File: src/rtl/vga_pkg.sv
// Shared VGA definitions: colour constants, 1024x768 timing constants,
// and the small types used by the bouncing-box renderer.
package vga_pkg;

    // 24-bit {R,G,B} colour constants
    localparam logic [23:0] WHITE  = 24'hFFFFFF;
    localparam logic [23:0] RED    = 24'hFF0000;
    localparam logic [23:0] ORANGE = 24'hFFA500;
    localparam logic [23:0] YELLOW = 24'hFFFF00;
    localparam logic [23:0] GREEN  = 24'h00FF00;
    localparam logic [23:0] CYAN   = 24'h00FFFF;
    localparam logic [23:0] BLUE   = 24'h0000FF;
    localparam logic [23:0] PURPLE = 24'hA020F0;
    localparam logic [23:0] BLACK  = 24'h000000;

    // 1024x768 @ 60 Hz timing, shared with the timing generator
    localparam int   VGA_H_ACTIVE = 1024;
    localparam int   VGA_H_FP     = 24;
    localparam int   VGA_H_SYNC   = 136;
    localparam int   VGA_H_BP     = 160;
    localparam int   VGA_V_ACTIVE = 768;
    localparam int   VGA_V_FP     = 3;
    localparam int   VGA_V_SYNC   = 6;
    localparam int   VGA_V_BP     = 29;
    localparam logic VGA_HS_POL   = 1'b0;
    localparam logic VGA_VS_POL   = 1'b0;

    // Datapath widths
    localparam int COORD_W = 12;
    localparam int CMP_W   = 13;  // one guard bit so pos + SIZE + STEP cannot overflow
    localparam int CNT_W   = 16;

    // Box travel direction along one axis
    typedef enum logic {
        DIR_POS = 1'b0,
        DIR_NEG = 1'b1
    } dir_e;

endpackage

File: src/rtl/bouncing_box_renderer_if.sv
// Pixel bus between the VGA timing generator, the renderer and the pins,
// plus the renderer's box state outputs.
interface bouncing_box_renderer_if;
    import vga_pkg::*;

    logic               in_hs;
    logic               in_vs;
    logic               in_de;
    logic [COORD_W-1:0] in_x;
    logic [COORD_W-1:0] in_y;
    logic               pause;
    logic               out_hs;
    logic               out_vs;
    logic               out_de;
    logic [7:0]         out_r;
    logic [7:0]         out_g;
    logic [7:0]         out_b;
    logic [COORD_W-1:0] box_x;
    logic [COORD_W-1:0] box_y;
    logic [CNT_W-1:0]   frame_count;
    logic               dir_x;        // 1 = box moving left
    logic               dir_y;        // 1 = box moving up

    // Upstream side: drives timing/coordinates, observes rendered pixels
    modport master (
        output in_hs, in_vs, in_de, in_x, in_y, pause,
        input  out_hs, out_vs, out_de, out_r, out_g, out_b,
               box_x, box_y, frame_count, dir_x, dir_y
    );

    // Renderer side
    modport slave (
        input  in_hs, in_vs, in_de, in_x, in_y, pause,
        output out_hs, out_vs, out_de, out_r, out_g, out_b,
               box_x, box_y, frame_count, dir_x, dir_y
    );

endinterface

File: src/rtl/bouncing_box_renderer_axis.sv
// One axis of box motion: steps pos by STEP per enable and reflects off
// 0 and LIMIT-SIZE, clamping to the edge on the bounce frame.
module bounce_axis
    import vga_pkg::*;
#(
    parameter int LIMIT = 1024,
    parameter int SIZE  = 100,
    parameter int STEP  = 2,
    parameter int INIT  = 270
) (
    input  logic               clk,
    input  logic               rst,
    input  logic               step_en,
    output logic [COORD_W-1:0] pos,
    output dir_e               dir
);

    localparam logic [CMP_W-1:0]   MAX_POS   = CMP_W'(LIMIT - SIZE);
    localparam logic [CMP_W-1:0]   LIMIT_W   = CMP_W'(LIMIT);
    localparam logic [CMP_W-1:0]   REACH_W   = CMP_W'(SIZE + STEP);
    localparam logic [CMP_W-1:0]   STEP_W    = CMP_W'(STEP);
    localparam logic [COORD_W-1:0] STEP_C    = COORD_W'(STEP);
    localparam logic [COORD_W-1:0] MAX_POS_C = MAX_POS[COORD_W-1:0];

    logic [COORD_W-1:0] pos_q, pos_d;
    dir_e               dir_q, dir_d;
    logic [CMP_W-1:0]   pos_w;

    assign pos_w = {1'b0, pos_q};

    // Next position/direction: move one step, or clamp and reverse at an edge
    always_comb begin
        pos_d = pos_q;
        dir_d = dir_q;
        if (step_en) begin
            if (dir_q == DIR_POS) begin
                if (pos_w + REACH_W >= LIMIT_W) begin
                    pos_d = MAX_POS_C;
                    dir_d = DIR_NEG;
                end else begin
                    pos_d = pos_q + STEP_C;
                end
            end else begin
                if (pos_w <= STEP_W) begin
                    pos_d = '0;
                    dir_d = DIR_POS;
                end else begin
                    pos_d = pos_q - STEP_C;
                end
            end
        end
    end

    // Position/direction state
    always_ff @(posedge clk or posedge rst) begin
        if (rst) begin
            pos_q <= COORD_W'(INIT);
            dir_q <= DIR_POS;
        end else begin
            pos_q <= pos_d;
            dir_q <= dir_d;
        end
    end

    assign pos = pos_q;
    assign dir = dir_q;

endmodule

File: src/rtl/bouncing_box_renderer.sv
// Pixel-stage renderer: paints a bouncing solid square on black and
// re-times sync/data-enable by one cycle so they stay aligned with RGB.
module bouncing_box_renderer
    import vga_pkg::*;
#(
    parameter int          H_ACTIVE = VGA_H_ACTIVE,
    parameter int          V_ACTIVE = VGA_V_ACTIVE,
    parameter int          BOX_SIZE = 100,
    parameter int          STEP     = 2,
    parameter int          INIT_X   = 270,
    parameter int          INIT_Y   = 190,
    parameter logic [23:0] BOX_RGB  = PURPLE,
    parameter logic        HS_POL   = VGA_HS_POL,
    parameter logic        VS_POL   = VGA_VS_POL
) (
    input logic                   clk,
    input logic                   rst,
    bouncing_box_renderer_if.slave bus
);

    localparam logic [CMP_W-1:0] SIZE_W = CMP_W'(BOX_SIZE);

    logic               vs_q;
    logic               armed_q;
    logic               fs;
    logic               step_en;
    logic               hs_q, vs_out_q, de_q;
    logic [23:0]        rgb_q, rgb_d;
    logic [CNT_W-1:0]   fc_q, fc_d;
    logic [COORD_W-1:0] box_x, box_y;
    dir_e               dir_x, dir_y;
    logic               in_box;

    // Frame start: in_vs entering its active level. The first cycle after
    // reset only primes the history, so a vs already active at release is ignored.
    assign fs      = armed_q && (bus.in_vs == VS_POL) && (vs_q != VS_POL);
    assign step_en = fs && !bus.pause;

    // vs history and post-reset arming
    always_ff @(posedge clk or posedge rst) begin
        if (rst) begin
            vs_q    <= ~VS_POL;
            armed_q <= 1'b0;
        end else begin
            vs_q    <= bus.in_vs;
            armed_q <= 1'b1;
        end
    end

    bounce_axis #(
        .LIMIT (H_ACTIVE),
        .SIZE  (BOX_SIZE),
        .STEP  (STEP),
        .INIT  (INIT_X)
    ) u_axis_x (
        .clk     (clk),
        .rst     (rst),
        .step_en (step_en),
        .pos     (box_x),
        .dir     (dir_x)
    );

    bounce_axis #(
        .LIMIT (V_ACTIVE),
        .SIZE  (BOX_SIZE),
        .STEP  (STEP),
        .INIT  (INIT_Y)
    ) u_axis_y (
        .clk     (clk),
        .rst     (rst),
        .step_en (step_en),
        .pos     (box_y),
        .dir     (dir_y)
    );

    // Box hit test on the incoming pixel, 13 bits wide so box + SIZE cannot wrap
    always_comb begin
        in_box = bus.in_de
              && ({1'b0, bus.in_x} >= {1'b0, box_x})
              && ({1'b0, bus.in_x} <  {1'b0, box_x} + SIZE_W)
              && ({1'b0, bus.in_y} >= {1'b0, box_y})
              && ({1'b0, bus.in_y} <  {1'b0, box_y} + SIZE_W);
        rgb_d  = in_box ? BOX_RGB : BLACK;
        fc_d   = fs ? fc_q + CNT_W'(1) : fc_q;
    end

    // Output stage: sync, data-enable and colour all delayed by one clock
    always_ff @(posedge clk or posedge rst) begin
        if (rst) begin
            hs_q     <= ~HS_POL;
            vs_out_q <= ~VS_POL;
            de_q     <= 1'b0;
            rgb_q    <= BLACK;
        end else begin
            hs_q     <= bus.in_hs;
            vs_out_q <= bus.in_vs;
            de_q     <= bus.in_de;
            rgb_q    <= rgb_d;
        end
    end

    // Frame counter, counts every frame start including paused ones
    always_ff @(posedge clk or posedge rst) begin
        if (rst) begin
            fc_q <= '0;
        end else begin
            fc_q <= fc_d;
        end
    end

    assign bus.out_hs      = hs_q;
    assign bus.out_vs      = vs_out_q;
    assign bus.out_de      = de_q;
    assign bus.out_r       = rgb_q[23:16];
    assign bus.out_g       = rgb_q[15:8];
    assign bus.out_b       = rgb_q[7:0];
    assign bus.box_x       = box_x;
    assign bus.box_y       = box_y;
    assign bus.frame_count = fc_q;
    assign bus.dir_x       = (dir_x == DIR_NEG);
    assign bus.dir_y       = (dir_y == DIR_NEG);

endmodule

File: src/flat_wrapper.sv
// flat-port wrapper written by rule: the top's interface ports become plain ports
module bouncing_box_renderer_flat import vga_pkg::*;
#(
    parameter int          H_ACTIVE = VGA_H_ACTIVE,
    parameter int          V_ACTIVE = VGA_V_ACTIVE,
    parameter int          BOX_SIZE = 100,
    parameter int          STEP     = 2,
    parameter int          INIT_X   = 270,
    parameter int          INIT_Y   = 190,
    parameter logic [23:0] BOX_RGB  = PURPLE,
    parameter logic        HS_POL   = VGA_HS_POL,
    parameter logic        VS_POL   = VGA_VS_POL
)
  (clk, rst, bus_in_hs, bus_in_vs, bus_in_de, bus_in_x, bus_in_y, bus_pause, bus_out_hs, bus_out_vs, bus_out_de, bus_out_r, bus_out_g, bus_out_b, bus_box_x, bus_box_y, bus_frame_count, bus_dir_x, bus_dir_y);
  bouncing_box_renderer_if bus_i ();
  input logic clk;
  input logic rst;
  input wire logic [$bits(bus_i.in_hs)-1:0] bus_in_hs;
  input wire logic [$bits(bus_i.in_vs)-1:0] bus_in_vs;
  input wire logic [$bits(bus_i.in_de)-1:0] bus_in_de;
  input wire logic [$bits(bus_i.in_x)-1:0] bus_in_x;
  input wire logic [$bits(bus_i.in_y)-1:0] bus_in_y;
  input wire logic [$bits(bus_i.pause)-1:0] bus_pause;
  output wire logic [$bits(bus_i.out_hs)-1:0] bus_out_hs;
  output wire logic [$bits(bus_i.out_vs)-1:0] bus_out_vs;
  output wire logic [$bits(bus_i.out_de)-1:0] bus_out_de;
  output wire logic [$bits(bus_i.out_r)-1:0] bus_out_r;
  output wire logic [$bits(bus_i.out_g)-1:0] bus_out_g;
  output wire logic [$bits(bus_i.out_b)-1:0] bus_out_b;
  output wire logic [$bits(bus_i.box_x)-1:0] bus_box_x;
  output wire logic [$bits(bus_i.box_y)-1:0] bus_box_y;
  output wire logic [$bits(bus_i.frame_count)-1:0] bus_frame_count;
  output wire logic [$bits(bus_i.dir_x)-1:0] bus_dir_x;
  output wire logic [$bits(bus_i.dir_y)-1:0] bus_dir_y;
  assign bus_i.in_hs = bus_in_hs;
  assign bus_i.in_vs = bus_in_vs;
  assign bus_i.in_de = bus_in_de;
  assign bus_i.in_x = bus_in_x;
  assign bus_i.in_y = bus_in_y;
  assign bus_i.pause = bus_pause;
  assign bus_out_hs = bus_i.out_hs;
  assign bus_out_vs = bus_i.out_vs;
  assign bus_out_de = bus_i.out_de;
  assign bus_out_r = bus_i.out_r;
  assign bus_out_g = bus_i.out_g;
  assign bus_out_b = bus_i.out_b;
  assign bus_box_x = bus_i.box_x;
  assign bus_box_y = bus_i.box_y;
  assign bus_frame_count = bus_i.frame_count;
  assign bus_dir_x = bus_i.dir_x;
  assign bus_dir_y = bus_i.dir_y;
  bouncing_box_renderer #(.H_ACTIVE(H_ACTIVE), .V_ACTIVE(V_ACTIVE), .BOX_SIZE(BOX_SIZE), .STEP(STEP), .INIT_X(INIT_X), .INIT_Y(INIT_Y), .BOX_RGB(BOX_RGB), .HS_POL(HS_POL), .VS_POL(VS_POL)) u_core (.clk(clk), .rst(rst), .bus(bus_i));
endmodule
File: config.mk
export PLATFORM = sky130hd
export DESIGN_NAME = bouncing_box_renderer_flat
export DESIGN_NICKNAME = d
export VERILOG_FILES = /design/src/rtl/vga_pkg.sv /design/src/rtl/bouncing_box_renderer_if.sv /design/src/rtl/bouncing_box_renderer_axis.sv /design/src/rtl/bouncing_box_renderer.sv /design/src/flat_wrapper.sv
export SDC_FILE = /design/constraint.sdc
export NUM_CORES = 1
export LEC_CHECK = 0
export CORE_MARGIN = 2
export CORE_UTILIZATION = 45
export DETAILED_ROUTE_END_ITERATION = 8
export PLACE_DENSITY = 0.73
export SLEW_MARGIN = 20
export SYNTH_ARGS = -nofsm -noshare
export SYNTH_HDL_FRONTEND = slang
export SYNTH_SLANG_ARGS = --single-unit
File: constraint.sdc
create_clock -name clk -period 4.08 [get_ports clk]
set_clock_uncertainty 0.1 [all_clocks]
set_input_delay 0.408 -clock clk [delete_from_list [all_inputs] [get_ports clk]]
set_output_delay 0.408 -clock clk [all_outputs]
set_load 0.03 [all_outputs]
* Word level (Yosys, flattened, before mapping)
Index checks and enable logic that the tools add are counted.
** Word-level totals
- Output and inout port bits :: 69
- Word-level logic and storage cells :: 49
- Bits in registers :: 70
** Cells by class
- Multiplexer cells :: 13
- Bitwise logic cells :: 1
- Reduce and logical (&&, ||, !) cells :: 8
- Magnitude comparators :: 8
- Add/subtract/negate cells :: 9
** Operators by type and width (number)
- $mux W12 :: 6
- $add A12 B7 Y13 const B :: 4
- $lt A12 B13 Y1 :: 2
- $add A12 B2 Y12 const B :: 2
- $ge A12 B12 Y1 :: 2
- $le A12 B2 Y1 const B :: 2
- $mux W24 :: 1
- $sub A12 B2 Y12 const B :: 2
- $add A16 B1 Y16 const B :: 1
- $ge A13 B10 Y1 const B :: 1
- $ge A13 B11 Y1 const B :: 1
- $logic_and A1 B1 Y1 :: 7
- $mux W1 :: 6
- $logic_not A1 Y1 :: 1
- $not A1 Y1 :: 1

* Longest topological paths before layout
Gate-level depths: netlist of the first run.
- Word-level depth :: 6
- Depth in mapped cells :: 12
- Gate-level depth less buffers :: 12

* By module
A second synthesis of the first run with hierarchy kept.
** Unflattened totals
- Cell total of the unflattened synthesis :: 537
- Area total of the unflattened synthesis :: 4520.6 sq um
** Modules (own cells, without submodules)
- bouncing_box_renderer :: area each 2334.7 sq um, cells an instance 264, sequential area each 528.0 sq um, instances 1
- bounce_axis at u_core.u_axis_y :: area each 1146.1 sq um, cells an instance 147, sequential area each 307.8 sq um, instances 1
- bounce_axis at u_core.u_axis_x :: area each 1039.7 sq um, cells an instance 126, sequential area each 305.3 sq um, instances 1

* Worst setup path after synthesis of the first run
Ideal clock, no wire load.
- Kind :: register to register
- Start point :: reg u_core.u_axis_y.pos_q[4], in the netlist u_core.u_axis_y.pos[4]
- End point :: reg u_core.rgb_q[21]
- Setup time :: 101 ps
- Stages on the path, launching flop included :: 11
- Slack :: 887 ps
- Data arrival time :: 2992 ps
- Path through :: dfstp_2 clkbuf_1 nand3_1 a21oi_1 nand3_1 xnor2_1 ha_1 or4b_2 a221oi_1 a32oi_1 nor4_1
** On the way
- Word-level cells in the longest chain between the ends :: 4
- Elaborated cells between the ends (all ways) :: 6
** Ends and longest elaborated chain
- start: declaration :: RTL line bouncing_box_renderer_axis.sv:25 : logic [COORD_W-1:0] pos_q, pos_d;
- start signal: assignment :: RTL line bouncing_box_renderer_axis.sv:57 : pos_q <= COORD_W'(INIT);
- start signal: assignment :: RTL line bouncing_box_renderer_axis.sv:60 : pos_q <= pos_d;
- $add A12 B7 Y13 / $ge A12 B12 Y1 (equally long branches) :: RTL line bouncing_box_renderer.sv:82, bouncing_box_renderer.sv:81
- $lt A12 B13 Y1 / $logic_and A1 B1 Y1 (equally long branches) :: RTL line bouncing_box_renderer.sv:82, bouncing_box_renderer.sv:81
- $logic_and A1 B1 Y1 * :: RTL line bouncing_box_renderer.sv:82 : && ({1'b0, bus.in_y} < {1'b0, box_y} + SIZE_W);
- net u_core.in_box :: RTL line bouncing_box_renderer.sv:32 : logic in_box;
- $mux W24 * :: RTL line bouncing_box_renderer.sv:83 : rgb_d = in_box ? BOX_RGB : BLACK;
- end signal: assignment :: RTL line bouncing_box_renderer.sv:98 : rgb_q <= rgb_d;
- end: declaration :: RTL line bouncing_box_renderer.sv:28 : logic [23:0] rgb_q, rgb_d;
The timed path passes the listed nets; every way through them passes the cells marked *.
A chain may end at the register's enable or synchronous reset.

* Worst setup path in the final report of the first run
- Start point :: reg u_core.u_axis_y.pos_q[3], in the netlist u_core.u_axis_y.pos[3]
- End point :: reg u_core.rgb_q[21]
The elaborated chain is that of the path after synthesis.

==> flow_summary.html, run 1 <==
<table>
<tr><th>Metric</th><th>Value</th></tr>
<tr><th colspan="2">Die</th></tr>
<tr><td>Y dimension of the die</td><td>103 um</td></tr>
<tr><td>Die width</td><td>103 um</td></tr>
<tr><td>Placeable core region</td><td>9640 sq um</td></tr>
<tr><td>Die Outline Area</td><td>10600 sq um</td></tr>
<tr><td>Number of top-level pins</td><td>between 90 and 100</td></tr>
<tr><td>Number of standard-cell rows in the floorplan</td><td>36</td></tr>
<tr><td>Initial core utilization</td><td>0.455</td></tr>
<tr><th colspan="2">Worst hold path</th></tr>
<tr><td>Class of the tightest hold or removal check</td><td>reg -&gt; reg</td></tr>
<tr><th colspan="2">Timing</th></tr>
<tr><td>Final clock period utilization by the worst path</td><td>0.808</td></tr>
<tr><td>Number of failing hold endpoints at the final stage</td><td>0</td></tr>
<tr><td>Final setup vio count</td><td>0</td></tr>
<tr><td>Setup repair after global routing missed its margin</td><td>no</td></tr>
<tr><td>Total negative slack for setup checks</td><td>0 ns</td></tr>
<tr><td>Max_slew headroom</td><td>0.378</td></tr>
<tr><td>FMAX</td><td>303 MHz</td></tr>
<tr><td>Minimum clock period after layout</td><td>3.30 ns</td></tr>
<tr><td>Final Max Tran Viols</td><td>0</td></tr>
<tr><td>Transition time at the pin with the least slew margin</td><td>roughly 0.93 ns</td></tr>
<tr><th colspan="2">GRT</th></tr>
<tr><td>Global-route wire length before repair</td><td>17.5 mm</td></tr>
<tr><td>Antenna violations before repair</td><td>0</td></tr>
<tr><td>Total routing resource utilization after global routing</td><td>0.206</td></tr>
<tr><td>Vias in the first global route</td><td>3760</td></tr>
<tr><td>Pin count of the biggest net entering global routing</td><td>46</td></tr>
<tr><td>Total grt overflow</td><td>0</td></tr>
<tr><th colspan="2">Critical path</th></tr>
<tr><td>Worst setup path class</td><td>reg -&gt; reg</td></tr>
<tr><td>Slowest CP cell</td><td>sky130_fd_sc_hd__dfstp_2</td></tr>
<tr><td>Reg-to-reg slack, setup</td><td>0.78 ns</td></tr>
<tr><td>Number of cells on the worst reg-to-reg path</td><td>9</td></tr>
<tr><td>Startpoint of the worst register-to-register path</td><td>u_core.u_axis_y.pos[3]$_DFFE_PP1P_</td></tr>
<tr><td>Data arrival at the endpoint of the critical path</td><td>3.41 ns</td></tr>
<tr><td>Crit-path most repeated cell</td><td>sky130_fd_sc_hd__ha_1</td></tr>
<tr><td>Worst Setup End Kind</td><td>register</td></tr>
<tr><td>Delay of the slowest cell on the worst path</td><td>0.65 ns</td></tr>
<tr><td>Largest fanout of any net on the critical path</td><td>12</td></tr>
<tr><td>Critical Path Source Type</td><td>register</td></tr>
<tr><td>Launching instance or port of the critical path</td><td>u_core.u_axis_y.pos[3]$_DFFE_PP1P_</td></tr>
<tr><td>Cell-by-cell listing of the critical path</td><td>ha_1 -&gt; a211o_1 -&gt; nand3_1 -&gt; xnor2_1 -&gt; ha_1 -&gt; or4b_2 -&gt; a221oi_1 -&gt; a32oi_1 -&gt; nor4_1</td></tr>
<tr><td>End of the critical path</td><td>u_core.rgb_q[21]$_DFF_PP0_</td></tr>
<tr><td>Reg-to-Reg End</td><td>u_core.rgb_q[21]$_DFF_PP0_</td></tr>
<tr><td>Required time at the worst-slack endpoint</td><td>between 4 and 5 ns</td></tr>
<tr><th colspan="2">Detailed routing</th></tr>
<tr><td>Number of DRC markers in iteration 0</td><td>228</td></tr>
<tr><td>Total number of vias</td><td>slightly below 4000</td></tr>
<tr><td>Number of DRC violations after detailed routing</td><td>0</td></tr>
<tr><td>Average wire per standard cell</td><td>14.9 um</td></tr>
<tr><td>ANT nets after route</td><td>0</td></tr>
<tr><td>Final wirelength</td><td>~11 mm</td></tr>
<tr><td>Detailed-route vias per instance</td><td>5.56</td></tr>
<tr><td>Number of detailed-route iterations in the first pass</td><td>5</td></tr>
<tr><th colspan="2">Placement</th></tr>
<tr><td>Post-detail-place hpwl</td><td>8.21 mm</td></tr>
<tr><td>DP Area</td><td>5130 sq um</td></tr>
<tr><td>Buffers on Ports</td><td>77</td></tr>
<tr><td>Placer's final routability congestion estimate</td><td>0.867</td></tr>
<tr><th colspan="2">Synthesis</th></tr>
<tr><td>Syn avg cell area</td><td>8.37 sq um</td></tr>
<tr><td>Total of flip-flops plus latches after synthesis</td><td>45</td></tr>
<tr><td>Async SR Flop Fraction</td><td>1.00</td></tr>
<tr><td>Count of flip-flops with a built-in enable after synthesis</td><td>0</td></tr>
<tr><td>Total standard cell area after synthesis</td><td>4390 sq um</td></tr>
<tr><td>Warning count from the yosys run</td><td>0</td></tr>
<tr><td>Post-synthesis cell count</td><td>524</td></tr>
<tr><td>Largest area contributor in the netlist</td><td>sky130_fd_sc_hd__dfrtp_1</td></tr>
<tr><td>Area share of the leading cell type in the synthesized netlist</td><td>0.188</td></tr>
<tr><td>Most used DFF post-synth</td><td>sky130_fd_sc_hd__dfrtp_1</td></tr>
<tr><td>Distinct cells, synth</td><td>~70</td></tr>
<tr><td>Fraction of the yosys area taken by sequential cells</td><td>0.260</td></tr>
<tr><td>Dominant cells by area after synthesis</td><td>sky130_fd_sc_hd__dfrtp_1 (19%), sky130_fd_sc_hd__ha_1 (16%), sky130_fd_sc_hd__dfstp_2 (7.2%)</td></tr>
<tr><th colspan="2">Finish</th></tr>
<tr><td>Commonest cells after routing, fill and taps aside</td><td>sky130_fd_sc_hd__clkdlybuf4s50_1 (77), sky130_fd_sc_hd__ha_1 (57), sky130_fd_sc_hd__nand2_1 (40)</td></tr>
<tr><td>ANT cells</td><td>0</td></tr>
<tr><td>Final net count</td><td>~670</td></tr>
<tr><td>Most common library cell in the layout ignoring fill and taps</td><td>sky130_fd_sc_hd__clkdlybuf4s50_1</td></tr>
<tr><td>Final cell utilization of the core</td><td>0.542</td></tr>
<tr><td>Post-route cell area</td><td>5220 sq um</td></tr>
<tr><td>Layout cells sized above 1</td><td>0.0550</td></tr>
<tr><td>Area delta synth-&gt;final</td><td>19.0%</td></tr>
<tr><th colspan="2">CTS</th></tr>
<tr><td>TritonCTS clock tree</td><td>yes</td></tr>
<tr><td>Clock transition at the registers of the reported paths</td><td>0.10 ns</td></tr>
<tr><td>Clock Sink Count</td><td>between 40 and 50</td></tr>
<tr><td>Number of buffers on the longest clock path</td><td>2</td></tr>
<tr><td>Post-CTS setup repair buffer count</td><td>0</td></tr>
<tr><td>CTS Root Cell</td><td>sky130_fd_sc_hd__clkbuf_8</td></tr>
<tr><td>Number of gates resized after cts</td><td>0</td></tr>
<tr><td>Number of buffers inserted during clock tree synthesis</td><td>5</td></tr>
<tr><td>Clock latency reported for the late side of the worst-skew pair</td><td>0.31 ns</td></tr>
<tr><td>Quantity of hold-fixing buffers added after cts</td><td>0</td></tr>
<tr><td>H-tree Lvls</td><td>2</td></tr>
<tr><th colspan="2">Power</th></tr>
<tr><td>Worst vdd ir</td><td>0.238 mV</td></tr>
<tr><td>Power per Cell Area</td><td>488 nW/um^2</td></tr>
<tr><td>Total leakage power</td><td>approximately 2.2 nW</td></tr>
<tr><th colspan="2">Run status</th></tr>
<tr><td>Outcome</td><td>complete, no violations</td></tr>
<tr><th colspan="2">Job</th></tr>
<tr><td>Max-cap viol count</td><td>0</td></tr>
</table>
## metal layers
layer | vias up | global-route usage | part of all wire
met2 | 120 | 0.349 | 0.48
met1 | 1882 | 0.269 | 0.45
met3 | 7 | 0.0407 | 0.069
met4 | 0 | 0.0577 | 0.0064
met5 | - | 0 | 0
li1 | 1963 | - | -
## through the flow
stage / instances / worst slack, ns / total power (W) / hold slack, ns
global route: 715 / 0.618 / 0.00278 / 0.392
finish: 715 / 0.783 / 0.00255 / 0.381
detailed placement: 707 / 0.822 / 0.00225 / 0.367
CTS: 715 / 0.814 / 0.00256 / 0.385
floorplan: 542 / 0.887 / 0.00182 / 0.312
global placement: 707 / 0.901 / 0.00222 / 0.364
## where the power goes
group | total (W) | switching, W | internal (W)
logic | 0.00149 | 0.000836 | 0.000655
clock network | 0.000298 | 0.000174 | 0.000124
registers | 0.000762 | 0.000207 | 0.000555
## area by class of cell
type,count,area [sq um]
fillers,926,4420
multi-input cells,418,2910
flip-flops and latches,45,1140
repair buffers,80,793
well taps,133,166
inverters,31,116
clock buffers,5,68.8
clock inverters,3,25.0
## synthesized netlist by cell type, types with 3 or more instances
master                      n
sky130_fd_sc_hd__o22ai_1    3
sky130_fd_sc_hd__a211o_1    3
sky130_fd_sc_hd__a21boi_0   3
sky130_fd_sc_hd__buf_2      3
sky130_fd_sc_hd__a32oi_1    3
sky130_fd_sc_hd__a21o_1     8
sky130_fd_sc_hd__o22a_1     4
sky130_fd_sc_hd__nand4_1   11
sky130_fd_sc_hd__a21oi_1   28
sky130_fd_sc_hd__xor2_1     5
sky130_fd_sc_hd__a22oi_1    4
sky130_fd_sc_hd__o21ai_0   38
sky130_fd_sc_hd__buf_4     25
sky130_fd_sc_hd__nand3_1   16
sky130_fd_sc_hd__o21a_1     6
sky130_fd_sc_hd__xnor2_1   33
sky130_fd_sc_hd__a22o_1     3
sky130_fd_sc_hd__nor2_1    33
sky130_fd_sc_hd__or3_1      5
sky130_fd_sc_hd__clkbuf_1  18
sky130_fd_sc_hd__nor3_1    18
sky130_fd_sc_hd__and2_1     5
sky130_fd_sc_hd__a221oi_1   3
sky130_fd_sc_hd__dfrtp_1   33
sky130_fd_sc_hd__nand2_1   40
sky130_fd_sc_hd__o211ai_1   7
sky130_fd_sc_hd__a31oi_1    3
sky130_fd_sc_hd__ha_1      57
sky130_fd_sc_hd__o221ai_1   5
sky130_fd_sc_hd__nor4_1     3
sky130_fd_sc_hd__and3_1     5
sky130_fd_sc_hd__inv_1     31
sky130_fd_sc_hd__dfstp_2   12
sky130_fd_sc_hd__nand2b_1   6
## flip-flops by register name (all words and copies together), names as in the netlist
name / count
u_core.bus.out_hs: 1
u_core.rgb_q: 1
u_core.bus.frame_count: 16
u_core.u_axis_y.pos: 11
u_core.u_axis_x.dir: 1
u_core.u_axis_y.dir: 1
u_core.armed_q: 1
u_core.u_axis_x.pos: 11
u_core.vs_q: 1
u_core.bus.out_de: 1
## worst max-delay path, delay by kind of cell, from the launching register on
kind / cells / cell delay, ns
AND/OR/NAND/NOR: 3 / 1.05
AO/OA/AOI/OAI: 3 / 0.69
flip-flops: 1 / 0.65
adder cells (fa/ha/maj): 2 / 0.54
XOR/XNOR: 1 / 0.17
## worst min path at each step
stage,startpoint,to,cells after the start
detailed placement,u_core.bus.frame_count[15]$_DFFE_PP0P_,u_core.bus.frame_count[15]$_DFFE_PP0P_,1
finish,u_core.bus.frame_count[15]$_DFFE_PP0P_,u_core.bus.frame_count[15]$_DFFE_PP0P_,1
global route,bus_in_hs,u_core.bus.out_hs$_DFF_PP1_,1
CTS,u_core.bus.frame_count[15]$_DFFE_PP0P_,u_core.bus.frame_count[15]$_DFFE_PP0P_,1
global placement,u_core.bus.frame_count[15]$_DFFE_PP0P_,u_core.bus.frame_count[15]$_DFFE_PP0P_,1
floorplan,bus_in_hs,u_core.bus.out_hs$_DFF_PP1_,0
## cell families (layout without fill, tap and decap cells)
group                    after synthesis  count (layout)  share of synthesized area
AND/OR/NAND/NOR                      160             160                      0.184
AO/OA/AOI/OAI                        140             140                      0.217
buffers and inverters                 79             119                     0.0915
multiplexers                           3               3                    0.00713
flip-flops                            45              45                      0.260
other                                  2              20                    0.00171
XOR/XNOR                              38              38                     0.0758
adder cells (fa/ha/maj)               57              57                      0.163
Note: power is estimated with default switching activity, not from simulation.
==> run 2, diff against run 1 <==
--- a/config.mk
+++ b/config.mk
@@ -8,7 +8,7 @@
 export CORE_MARGIN = 2
 export CORE_UTILIZATION = 45
 export DETAILED_ROUTE_END_ITERATION = 8
-export PLACE_DENSITY = 0.73
+export PLACE_DENSITY = 0.76
 export SLEW_MARGIN = 20
 export SYNTH_ARGS = -nofsm -noshare
 export SYNTH_HDL_FRONTEND = slang
==> constraint.sdc (replaced) <==
create_clock -name clk -period 3 [get_ports clk]
set_clock_uncertainty 0.1 [all_clocks]
set_input_delay 0.3 -clock clk [delete_from_list [all_inputs] [get_ports clk]]
set_output_delay 0.3 -clock clk [all_outputs]
set_load 0.03 [all_outputs]
==> run 2 against run 1 <==
Net effect:
- core utilization rose by 1.9 points
- sequential power rose by 26%
- power rose by 44%
- largest power group unchanged
- clock-buffer cell count rose by 2
==> flow_summary.html, run 2 (synthesis results as in run 1) <==
<table>
<tr><th>Metric</th><th>Value</th></tr>
<tr><th colspan="2">Run status</th></tr>
<tr><td>Outcome</td><td>complete, no violations (unchanged)</td></tr>
<tr><th colspan="2">Die</th></tr>
<tr><td>Placeable core region</td><td>9640 sq um (unchanged)</td></tr>
<tr><td>Die width</td><td>103 um (unchanged)</td></tr>
<tr><td>Die Outline Area</td><td>10600 sq um (unchanged)</td></tr>
<tr><td>Number of top-level pins</td><td>99 (unchanged)</td></tr>
<tr><td>Initial core utilization</td><td>0.455 (unchanged)</td></tr>
<tr><td>Y dimension of the die</td><td>103 um (unchanged)</td></tr>
<tr><td>Number of standard-cell rows in the floorplan</td><td>36 (unchanged)</td></tr>
<tr><th colspan="2">Critical path</th></tr>
<tr><td>Data arrival at the endpoint of the critical path</td><td>3.04 ns (was 3.41 ns)</td></tr>
<tr><td>Required time at the worst-slack endpoint</td><td>3.09 ns (was 4.20 ns)</td></tr>
<tr><td>Slowest CP cell</td><td>sky130_fd_sc_hd__or4b_2 (was sky130_fd_sc_hd__dfstp_2)</td></tr>
<tr><td>Crit path buffers/inverters</td><td>0 (unchanged)</td></tr>
<tr><td>Launching instance or port of the critical path</td><td>u_core.u_axis_y.pos[5]$_DFFE_PP1P_ (was u_core.u_axis_y.pos[3]$_DFFE_PP1P_)</td></tr>
<tr><td>Worst setup path class</td><td>reg -&gt; reg (unchanged)</td></tr>
<tr><td>Worst Setup End Kind</td><td>register (unchanged)</td></tr>
<tr><td>Largest fanout of any net on the critical path</td><td>9 (was 12)</td></tr>
<tr><td>Startpoint of the worst register-to-register path</td><td>u_core.u_axis_y.pos[5]$_DFFE_PP1P_ (was u_core.u_axis_y.pos[3]$_DFFE_PP1P_)</td></tr>
<tr><td>Cell-by-cell listing of the critical path</td><td>nor2_1 -&gt; a21oi_2 -&gt; nand3_1 -&gt; xnor2_1 -&gt; ha_1 -&gt; or4b_2 -&gt; a221oi_2 -&gt; a32oi_1 -&gt; nor4_1 (was ha_1 -&gt; a211o_1 -&gt; nand3_1 -&gt; xnor2_1 -&gt; ha_1 -&gt; or4b_2 -&gt; a221oi_1 -&gt; a32oi_1 -&gt; nor4_1)</td></tr>
<tr><td>Delay of the slowest cell on the worst path</td><td>0.68 ns (was 0.65 ns)</td></tr>
<tr><td>Critical Path Source Type</td><td>register (unchanged)</td></tr>
<tr><td>Top delay family on crit path</td><td>simple AND/OR/NAND/NOR gates (unchanged)</td></tr>
<tr><th colspan="2">CTS</th></tr>
<tr><td>Clock latency reported for the late side of the worst-skew pair</td><td>0.30 ns (was 0.31 ns)</td></tr>
<tr><td>TritonCTS clock tree</td><td>yes (unchanged)</td></tr>
<tr><td>Clock Sink Count</td><td>45 (unchanged)</td></tr>
<tr><td>Number of buffers inserted during clock tree synthesis</td><td>5 (unchanged)</td></tr>
<tr><td>Quantity of hold-fixing buffers added after cts</td><td>0 (unchanged)</td></tr>
<tr><td>Clock transition at the registers of the reported paths</td><td>0.08 ns (was 0.10 ns)</td></tr>
<tr><td>CTS Root Cell</td><td>sky130_fd_sc_hd__clkbuf_8 (unchanged)</td></tr>
<tr><td>Number of buffers on the longest clock path</td><td>2 (unchanged)</td></tr>
<tr><td>H-tree Lvls</td><td>2 (unchanged)</td></tr>
<tr><th colspan="2">Timing</th></tr>
<tr><td>FMAX</td><td>339 MHz (was 303 MHz)</td></tr>
<tr><td>Max_slew headroom</td><td>0.371 (was 0.378)</td></tr>
<tr><td>Setup repair after global routing missed its margin</td><td>yes (was no)</td></tr>
<tr><td>Final Max Tran Viols</td><td>0 (unchanged)</td></tr>
<tr><td>Number of failing hold endpoints at the final stage</td><td>0 (unchanged)</td></tr>
<tr><td>Minimum setup slack in the final design</td><td>0.0537 ns (was 0.783 ns)</td></tr>
<tr><td>Minimum clock period after layout</td><td>2.95 ns (was 3.30 ns)</td></tr>
<tr><td>Final setup vio count</td><td>0 (unchanged)</td></tr>
<tr><td>Transition time at the pin with the least slew margin</td><td>0.942 ns (was 0.931 ns)</td></tr>
<tr><td>Post-route worst hold slack</td><td>0.306 ns (was 0.381 ns)</td></tr>
<tr><td>Final clock period utilization by the worst path</td><td>0.982 (was 0.808)</td></tr>
<tr><th colspan="2">Detailed routing</th></tr>
<tr><td>Final wirelength</td><td>11.6 mm (was 10.7 mm)</td></tr>
<tr><td>Detailed-route vias per instance</td><td>5.79 (was 5.56)</td></tr>
<tr><td>Number of DRC markers in iteration 0</td><td>278 (was 228)</td></tr>
<tr><td>Total number of vias</td><td>4255 (was 3972)</td></tr>
<tr><td>ANT nets after route</td><td>0 (unchanged)</td></tr>
<tr><td>Number of detailed-route iterations in the first pass</td><td>5 (unchanged)</td></tr>
<tr><td>Average wire per standard cell</td><td>15.8 um (was 14.9 um)</td></tr>
<tr><td>Number of DRC violations after detailed routing</td><td>0 (unchanged)</td></tr>
<tr><th colspan="2">GRT</th></tr>
<tr><td>Vias in the first global route</td><td>3915 (was 3760)</td></tr>
<tr><td>Global-route wire length before repair</td><td>18.6 mm (was 17.5 mm)</td></tr>
<tr><td>Total routing resource utilization after global routing</td><td>0.216 (was 0.206)</td></tr>
<tr><td>Total grt overflow</td><td>0 (unchanged)</td></tr>
<tr><td>Antenna violations before repair</td><td>0 (unchanged)</td></tr>
<tr><td>Pin count of the biggest net entering global routing</td><td>46 (unchanged)</td></tr>
<tr><th colspan="2">Placement</th></tr>
<tr><td>Setup slack at placement</td><td>-0.0287 ns (was 0.822 ns)</td></tr>
<tr><td>Buffers on Ports</td><td>77 (unchanged)</td></tr>
<tr><td>Post-detail-place hpwl</td><td>8.81 mm (was 8.21 mm)</td></tr>
<tr><td>Placer's final routability congestion estimate</td><td>0.938 (was 0.867)</td></tr>
<tr><td>DP Area</td><td>5260 sq um (was 5130 sq um)</td></tr>
<tr><th colspan="2">Power</th></tr>
<tr><td>Power per Cell Area</td><td>678 nW/um^2 (was 488 nW/um^2)</td></tr>
<tr><td>Worst vdd ir</td><td>0.578 mV (was 0.238 mV)</td></tr>
<tr><td>Total leakage power</td><td>2.35 nW (was 2.24 nW)</td></tr>
<tr><th colspan="2">Worst hold path</th></tr>
<tr><td>Class of the tightest hold or removal check</td><td>in -&gt; reg (was reg -&gt; reg)</td></tr>
<tr><td>Hold path start</td><td>bus_in_hs (was u_core.bus.frame_count[15]$_DFFE_PP0P_)</td></tr>
<tr><th colspan="2">Finish</th></tr>
<tr><td>Most common library cell in the layout ignoring fill and taps</td><td>sky130_fd_sc_hd__clkdlybuf4s50_1 (unchanged)</td></tr>
<tr><td>Post-route cell area</td><td>5410 sq um (was 5220 sq um)</td></tr>
<tr><td>Area delta synth-&gt;final</td><td>23.2% (was 19.0%)</td></tr>
<tr><td>Final net count</td><td>688 (was 668)</td></tr>
<tr><td>ANT cells</td><td>0 (unchanged)</td></tr>
<tr><td>Commonest cells after routing, fill and taps aside</td><td>sky130_fd_sc_hd__clkdlybuf4s50_1 (77), sky130_fd_sc_hd__ha_1 (57), sky130_fd_sc_hd__nand2_1 (40) (unchanged)</td></tr>
<tr><td>Layout cells sized above 1</td><td>0.0930 (was 0.0550)</td></tr>
<tr><td>Number of flip-flops under the largest register name</td><td>16 (unchanged)</td></tr>
<tr><th colspan="2">Job</th></tr>
<tr><td>Max-cap viol count</td><td>0 (unchanged)</td></tr>
</table>
==> run 2: changes by cell type in the layout (fill, tap and decap cells not counted), sizes merged <==
cell	previous run	this run
clkinvlp	1	0
buf	3	23
inv	32	31
clkbuf	5	7
==> run 2: path summary, 6_finish.rpt <==
kind                            cells after the start                                     end  slack, ns
worst max-delay path                                9              u_core.rgb_q[21]$_DFF_PP0_       0.05
worst min-delay path                                1             u_core.bus.out_hs$_DFF_PP1_       0.31
worst max register to register                      9              u_core.rgb_q[21]$_DFF_PP0_       0.05
worst min register to register                      1  u_core.bus.frame_count[15]$_DFFE_PP0P_       0.37
max in group asynchronous                           2   u_core.bus.frame_count[9]$_DFFE_PP0P_       1.79
min in group asynchronous                           2   u_core.bus.frame_count[1]$_DFFE_PP0P_       0.42
==> run 2: report_power, final <==
group | internal, W | total [W] | switching (W)
Clock | 0.000209 | 0.000420 | 0.000211
Sequential | 0.000754 | 0.000963 | 0.000209
Combinational | 0.000993 | 0.00228 | 0.00129
==> run 2: what timing repair did <==
| item | in CTS | in global routing |
|---|---|---|
| setup endpoints to repair | 1 | 2 |
| setup buffers | 1 | 2 |
| resized for setup | 1 | 2 |
| pin swaps | 2 | 4 |
==> run 2: cell type report <==
class / instances / area [sq um]
inverters: 31 / 116
clock inverters: 1 / 5.00
repair buffers: 100 / 943
flip-flops and latches: 45 / 1140
clock buffers: 7 / 96.3
multi-input cells: 418 / 2940
well taps: 133 / 166
fillers: 893 / 4230
==> run 2: metrics by stage <==
stage	setup TNS, ns	total power, W	utilization	std cells
finish	0	0.00366	0.561	735
floorplan	0	0.00249	-	542
global placement	0	0.00308	0.546	724
detailed placement	-0.0287	0.00318	0.546	724
global route	-0.00838	0.00395	0.561	735
CTS	0	0.00363	0.558	733
==> run 2: metal layers <==
metal,vias up,track usage,share of wire,wire length (um)
li1,2013,-,-,-
met1,2026,0.293,0.44,5140
met2,189,0.366,0.47,5480
met3,27,0.0353,0.068,791
met4,0,0.0455,0.017,197
met5,-,0,0,0
==> run 2: worst reg2reg max path, stage by stage, from the launching register on <==
cell                       delay (ns)
sky130_fd_sc_hd__dfstp_2         0.62
sky130_fd_sc_hd__nor2_1          0.09
sky130_fd_sc_hd__a21oi_2         0.18
sky130_fd_sc_hd__nand3_1         0.11
sky130_fd_sc_hd__xnor2_1         0.16
sky130_fd_sc_hd__ha_1            0.20
sky130_fd_sc_hd__or4b_2          0.68
sky130_fd_sc_hd__a221oi_2        0.22
sky130_fd_sc_hd__a32oi_1         0.17
sky130_fd_sc_hd__nor4_1          0.31
==> run 3, diff against run 2 <==
--- a/config.mk
+++ b/config.mk
@@ -6,9 +6,9 @@
 export NUM_CORES = 1
 export LEC_CHECK = 0
 export CORE_MARGIN = 2
-export CORE_UTILIZATION = 45
+export CORE_UTILIZATION = 52
 export DETAILED_ROUTE_END_ITERATION = 8
-export PLACE_DENSITY = 0.76
+export PLACE_DENSITY = 0.82
 export SLEW_MARGIN = 20
 export SYNTH_ARGS = -nofsm -noshare
 export SYNTH_HDL_FRONTEND = slang
==> constraint.sdc (replaced) <==
create_clock -name clk -period 3.2 [get_ports clk]
set_clock_uncertainty 0.1 [all_clocks]
set_input_delay 0.32 -clock clk [delete_from_list [all_inputs] [get_ports clk]]
set_output_delay 0.32 -clock clk [all_outputs]
set_load 0.03 [all_outputs]
==> run 3 against run 2 <==
Net effect:
- critical path depth is the same
- largest cell class unchanged
- clock-buffer cell count fell by 2
- power decreased by 7.4%
- critical endpoint unchanged
- final area down 2.0%
- highest routed layer unchanged
- non-clock buffer count decreased by 9
==> flow_summary.html, run 3 (synthesis results as in run 1) <==
<table>
<tr><th>Metric</th><th>Value</th></tr>
<tr><th colspan="2">Run status</th></tr>
<tr><td>Outcome</td><td>complete, no violations (unchanged)</td></tr>
<tr><th colspan="2">GRT</th></tr>
<tr><td>Global-route wire length before repair</td><td>17.3 mm (was 18.6 mm)</td></tr>
<tr><td>Antenna violations before repair</td><td>0 (unchanged)</td></tr>
<tr><td>Vias in the first global route</td><td>3784 (was 3915)</td></tr>
<tr><td>Total routing resource utilization after global routing</td><td>0.234 (was 0.216)</td></tr>
<tr><td>Total grt overflow</td><td>0 (unchanged)</td></tr>
<tr><td>Pin count of the biggest net entering global routing</td><td>46 (unchanged)</td></tr>
<tr><th colspan="2">Timing</th></tr>
<tr><td>FMAX</td><td>330 MHz (was 339 MHz)</td></tr>
<tr><td>Number of failing hold endpoints at the final stage</td><td>0 (unchanged)</td></tr>
<tr><td>Transition time at the pin with the least slew margin</td><td>0.928 ns (was 0.942 ns)</td></tr>
<tr><td>Final clock period utilization by the worst path</td><td>0.947 (was 0.982)</td></tr>
<tr><td>Max_slew headroom</td><td>0.381 (was 0.371)</td></tr>
<tr><td>Minimum clock period after layout</td><td>3.03 ns (was 2.95 ns)</td></tr>
<tr><td>Final Max Tran Viols</td><td>0 (unchanged)</td></tr>
<tr><td>Post-route worst hold slack</td><td>0.324 ns (was 0.306 ns)</td></tr>
<tr><td>Setup repair after global routing missed its margin</td><td>no (was yes)</td></tr>
<tr><td>Total negative slack for setup checks</td><td>0 ns (unchanged)</td></tr>
<tr><td>Final setup vio count</td><td>0 (unchanged)</td></tr>
<tr><th colspan="2">Detailed routing</th></tr>
<tr><td>Total number of vias</td><td>4111 (was 4255)</td></tr>
<tr><td>Final wirelength</td><td>10.5 mm (was 11.6 mm)</td></tr>
<tr><td>Detailed-route vias per instance</td><td>5.89 (was 5.79)</td></tr>
<tr><td>Number of DRC violations after detailed routing</td><td>0 (unchanged)</td></tr>
<tr><td>Number of DRC markers in iteration 0</td><td>339 (was 278)</td></tr>
<tr><td>Number of detailed-route iterations in the first pass</td><td>5 (unchanged)</td></tr>
<tr><td>Average wire per standard cell</td><td>15.1 um (was 15.8 um)</td></tr>
<tr><td>ANT nets after route</td><td>0 (unchanged)</td></tr>
<tr><th colspan="2">CTS</th></tr>
<tr><td>Clock latency reported for the late side of the worst-skew pair</td><td>0.31 ns (was 0.30 ns)</td></tr>
<tr><td>Number of buffers inserted during clock tree synthesis</td><td>5 (unchanged)</td></tr>
<tr><td>H-tree Lvls</td><td>2 (unchanged)</td></tr>
<tr><td>Number of gates resized after cts</td><td>0 (was 1)</td></tr>
<tr><td>Post-CTS setup repair buffer count</td><td>0 (was 1)</td></tr>
<tr><td>Clock transition at the registers of the reported paths</td><td>0.09 ns (was 0.08 ns)</td></tr>
<tr><td>Clock Sink Count</td><td>45 (unchanged)</td></tr>
<tr><td>TritonCTS clock tree</td><td>yes (unchanged)</td></tr>
<tr><td>Quantity of hold-fixing buffers added after cts</td><td>0 (unchanged)</td></tr>
<tr><td>Number of buffers on the longest clock path</td><td>2 (unchanged)</td></tr>
<tr><td>CTS Root Cell</td><td>sky130_fd_sc_hd__clkbuf_8 (unchanged)</td></tr>
<tr><th colspan="2">Die</th></tr>
<tr><td>Y dimension of the die</td><td>95.9 um (was 103 um)</td></tr>
<tr><td>Number of top-level pins</td><td>99 (unchanged)</td></tr>
<tr><td>Number of standard-cell rows in the floorplan</td><td>33 (was 36)</td></tr>
<tr><td>Die width</td><td>95.9 um (was 103 um)</td></tr>
<tr><td>Placeable core region</td><td>8220 sq um (was 9640 sq um)</td></tr>
<tr><td>Initial core utilization</td><td>0.534 (was 0.455)</td></tr>
<tr><td>Die Outline Area</td><td>9190 sq um (was 10600 sq um)</td></tr>
<tr><th colspan="2">Finish</th></tr>
<tr><td>Commonest cells after routing, fill and taps aside</td><td>sky130_fd_sc_hd__clkdlybuf4s50_1 (77), sky130_fd_sc_hd__ha_1 (57), sky130_fd_sc_hd__nand2_1 (40) (unchanged)</td></tr>
<tr><td>ANT cells</td><td>0 (unchanged)</td></tr>
<tr><td>Number of flip-flops under the largest register name</td><td>16 (unchanged)</td></tr>
<tr><td>Area delta synth-&gt;final</td><td>20.7% (was 23.2%)</td></tr>
<tr><td>Layout cells sized above 1</td><td>0.0725 (was 0.0930)</td></tr>
<tr><td>Final net count</td><td>679 (was 688)</td></tr>
<tr><td>Most common library cell in the layout ignoring fill and taps</td><td>sky130_fd_sc_hd__clkdlybuf4s50_1 (unchanged)</td></tr>
<tr><th colspan="2">Critical path</th></tr>
<tr><td>Reg-to-reg slack, setup</td><td>0.17 ns (was 0.05 ns)</td></tr>
<tr><td>Largest fanout of any net on the critical path</td><td>6 (was 9)</td></tr>
<tr><td>Worst Setup End Kind</td><td>register (unchanged)</td></tr>
<tr><td>Worst setup path class</td><td>reg -&gt; reg (unchanged)</td></tr>
<tr><td>Required time at the worst-slack endpoint</td><td>3.32 ns (was 3.09 ns)</td></tr>
<tr><td>Critical Path Source Type</td><td>register (unchanged)</td></tr>
<tr><td>Data arrival at the endpoint of the critical path</td><td>3.15 ns (was 3.04 ns)</td></tr>
<tr><th colspan="2">Power</th></tr>
<tr><td>Power per Cell Area</td><td>641 nW/um^2 (was 678 nW/um^2)</td></tr>
<tr><td>Total leakage power</td><td>2.31 nW (was 2.35 nW)</td></tr>
<tr><td>Worst vdd ir</td><td>0.501 mV (was 0.578 mV)</td></tr>
<tr><th colspan="2">Worst hold path</th></tr>
<tr><td>Class of the tightest hold or removal check</td><td>in -&gt; reg (unchanged)</td></tr>
<tr><th colspan="2">Placement</th></tr>
<tr><td>Buffers on Ports</td><td>77 (unchanged)</td></tr>
<tr><td>Post-detail-place hpwl</td><td>8.13 mm (was 8.81 mm)</td></tr>
<tr><td>Placer's final routability congestion estimate</td><td>0.952 (was 0.938)</td></tr>
<tr><th colspan="2">Job</th></tr>
<tr><td>Max-cap viol count</td><td>0 (unchanged)</td></tr>
</table>
## run 3: changes by cell type in the layout (fill, tap and decap cells not counted)
cell	delta
sky130_fd_sc_hd__a221oi_1	+1
sky130_fd_sc_hd__nand3_1	+1
sky130_fd_sc_hd__clkinv_2	-1
sky130_fd_sc_hd__a21oi_2	-1
sky130_fd_sc_hd__inv_8	+1
sky130_fd_sc_hd__a21oi_1	+1
sky130_fd_sc_hd__a211o_4	-1
sky130_fd_sc_hd__a221oi_2	-1
sky130_fd_sc_hd__bufinv_16	+1
sky130_fd_sc_hd__nand3_2	-1
sky130_fd_sc_hd__clkbuf_8	-2
sky130_fd_sc_hd__buf_4	-9
sky130_fd_sc_hd__clkinv_4	+1
sky130_fd_sc_hd__a211o_1	+1
## run 3: layout make-up
class / count / area, sq um
Sequential cell: 45 / 1140
Timing Repair Buffer: 91 / 876
Clock buffer: 5 / 68.8
Multi-Input combinational cell: 418 / 2910
Tap cell: 105 / 131
Clock inverter: 3 / 50.0
Fill cell: 706 / 2920
Inverter: 31 / 116
## run 3: final timing paths
check	endpoint	from	depth (start not counted)
min in group asynchronous	u_core.bus.frame_count[1]$_DFFE_PP0P_	rst	2
worst min-delay path	u_core.bus.out_hs$_DFF_PP1_	bus_in_hs	1
worst max-delay path	u_core.rgb_q[21]$_DFF_PP0_	u_core.u_axis_y.pos[2]$_DFFE_PP1P_	9
worst min register to register	u_core.bus.frame_count[15]$_DFFE_PP0P_	u_core.bus.frame_count[15]$_DFFE_PP0P_	1
max in group asynchronous	u_core.u_axis_x.pos[11]$_DFFE_PP0P_	rst	2
worst max register to register	u_core.rgb_q[21]$_DFF_PP0_	u_core.u_axis_y.pos[2]$_DFFE_PP1P_	9
## run 3: report_power, final
| group | total, W | switching [W] | internal [W] | leakage (nW) |
|---|---|---|---|---|
| logic | 0.00200 | 0.00112 | 0.000881 | 1.70 |
| clock network | 0.000459 | 0.000220 | 0.000240 | 0.0603 |
| registers | 0.000933 | 0.000226 | 0.000707 | 0.547 |
| total | 0.00339 | 0.00157 | 0.00183 | 2.31 |
## run 3: metrics by stage
step | instances | utilization | cell area [sq um] | total power (W) | setup WS [ns]
3_5_place_dp | 690 | 0.630 | 5180 | 0.00292 | 0.228
2_1_floorplan | 542 | - | 4460 | 0.00233 | 0.00735
6_report | 698 | 0.645 | 5300 | 0.00339 | 0.169
4_1_cts | 698 | 0.645 | 5300 | 0.00340 | 0.199
5_1_grt | 698 | 0.645 | 5300 | 0.00368 | 0.0556
3_3_place_gp | 690 | 0.630 | 5180 | 0.00285 | 0.310
## run 3: layer usage
layer	track usage	wire, um	share of wire	vias up
li1	-	-	-	1989
met1	0.326	4590	0.44	1941
met2	0.378	5020	0.48	171
met3	0.0501	815	0.078	10
met4	0.0452	80	0.0076	0
met5	0	0	0	-
## run 3: worst max-delay path, stage by stage (launching register included)
cell	delay, ns
sky130_fd_sc_hd__dfstp_2	0.60
sky130_fd_sc_hd__nand3_1	0.15
sky130_fd_sc_hd__a21oi_1	0.29
sky130_fd_sc_hd__nand3_1	0.13
sky130_fd_sc_hd__xnor2_1	0.15
sky130_fd_sc_hd__ha_1	0.20
sky130_fd_sc_hd__or4b_2	0.67
sky130_fd_sc_hd__a221oi_1	0.24
sky130_fd_sc_hd__a32oi_1	0.15
sky130_fd_sc_hd__nor4_1	0.26
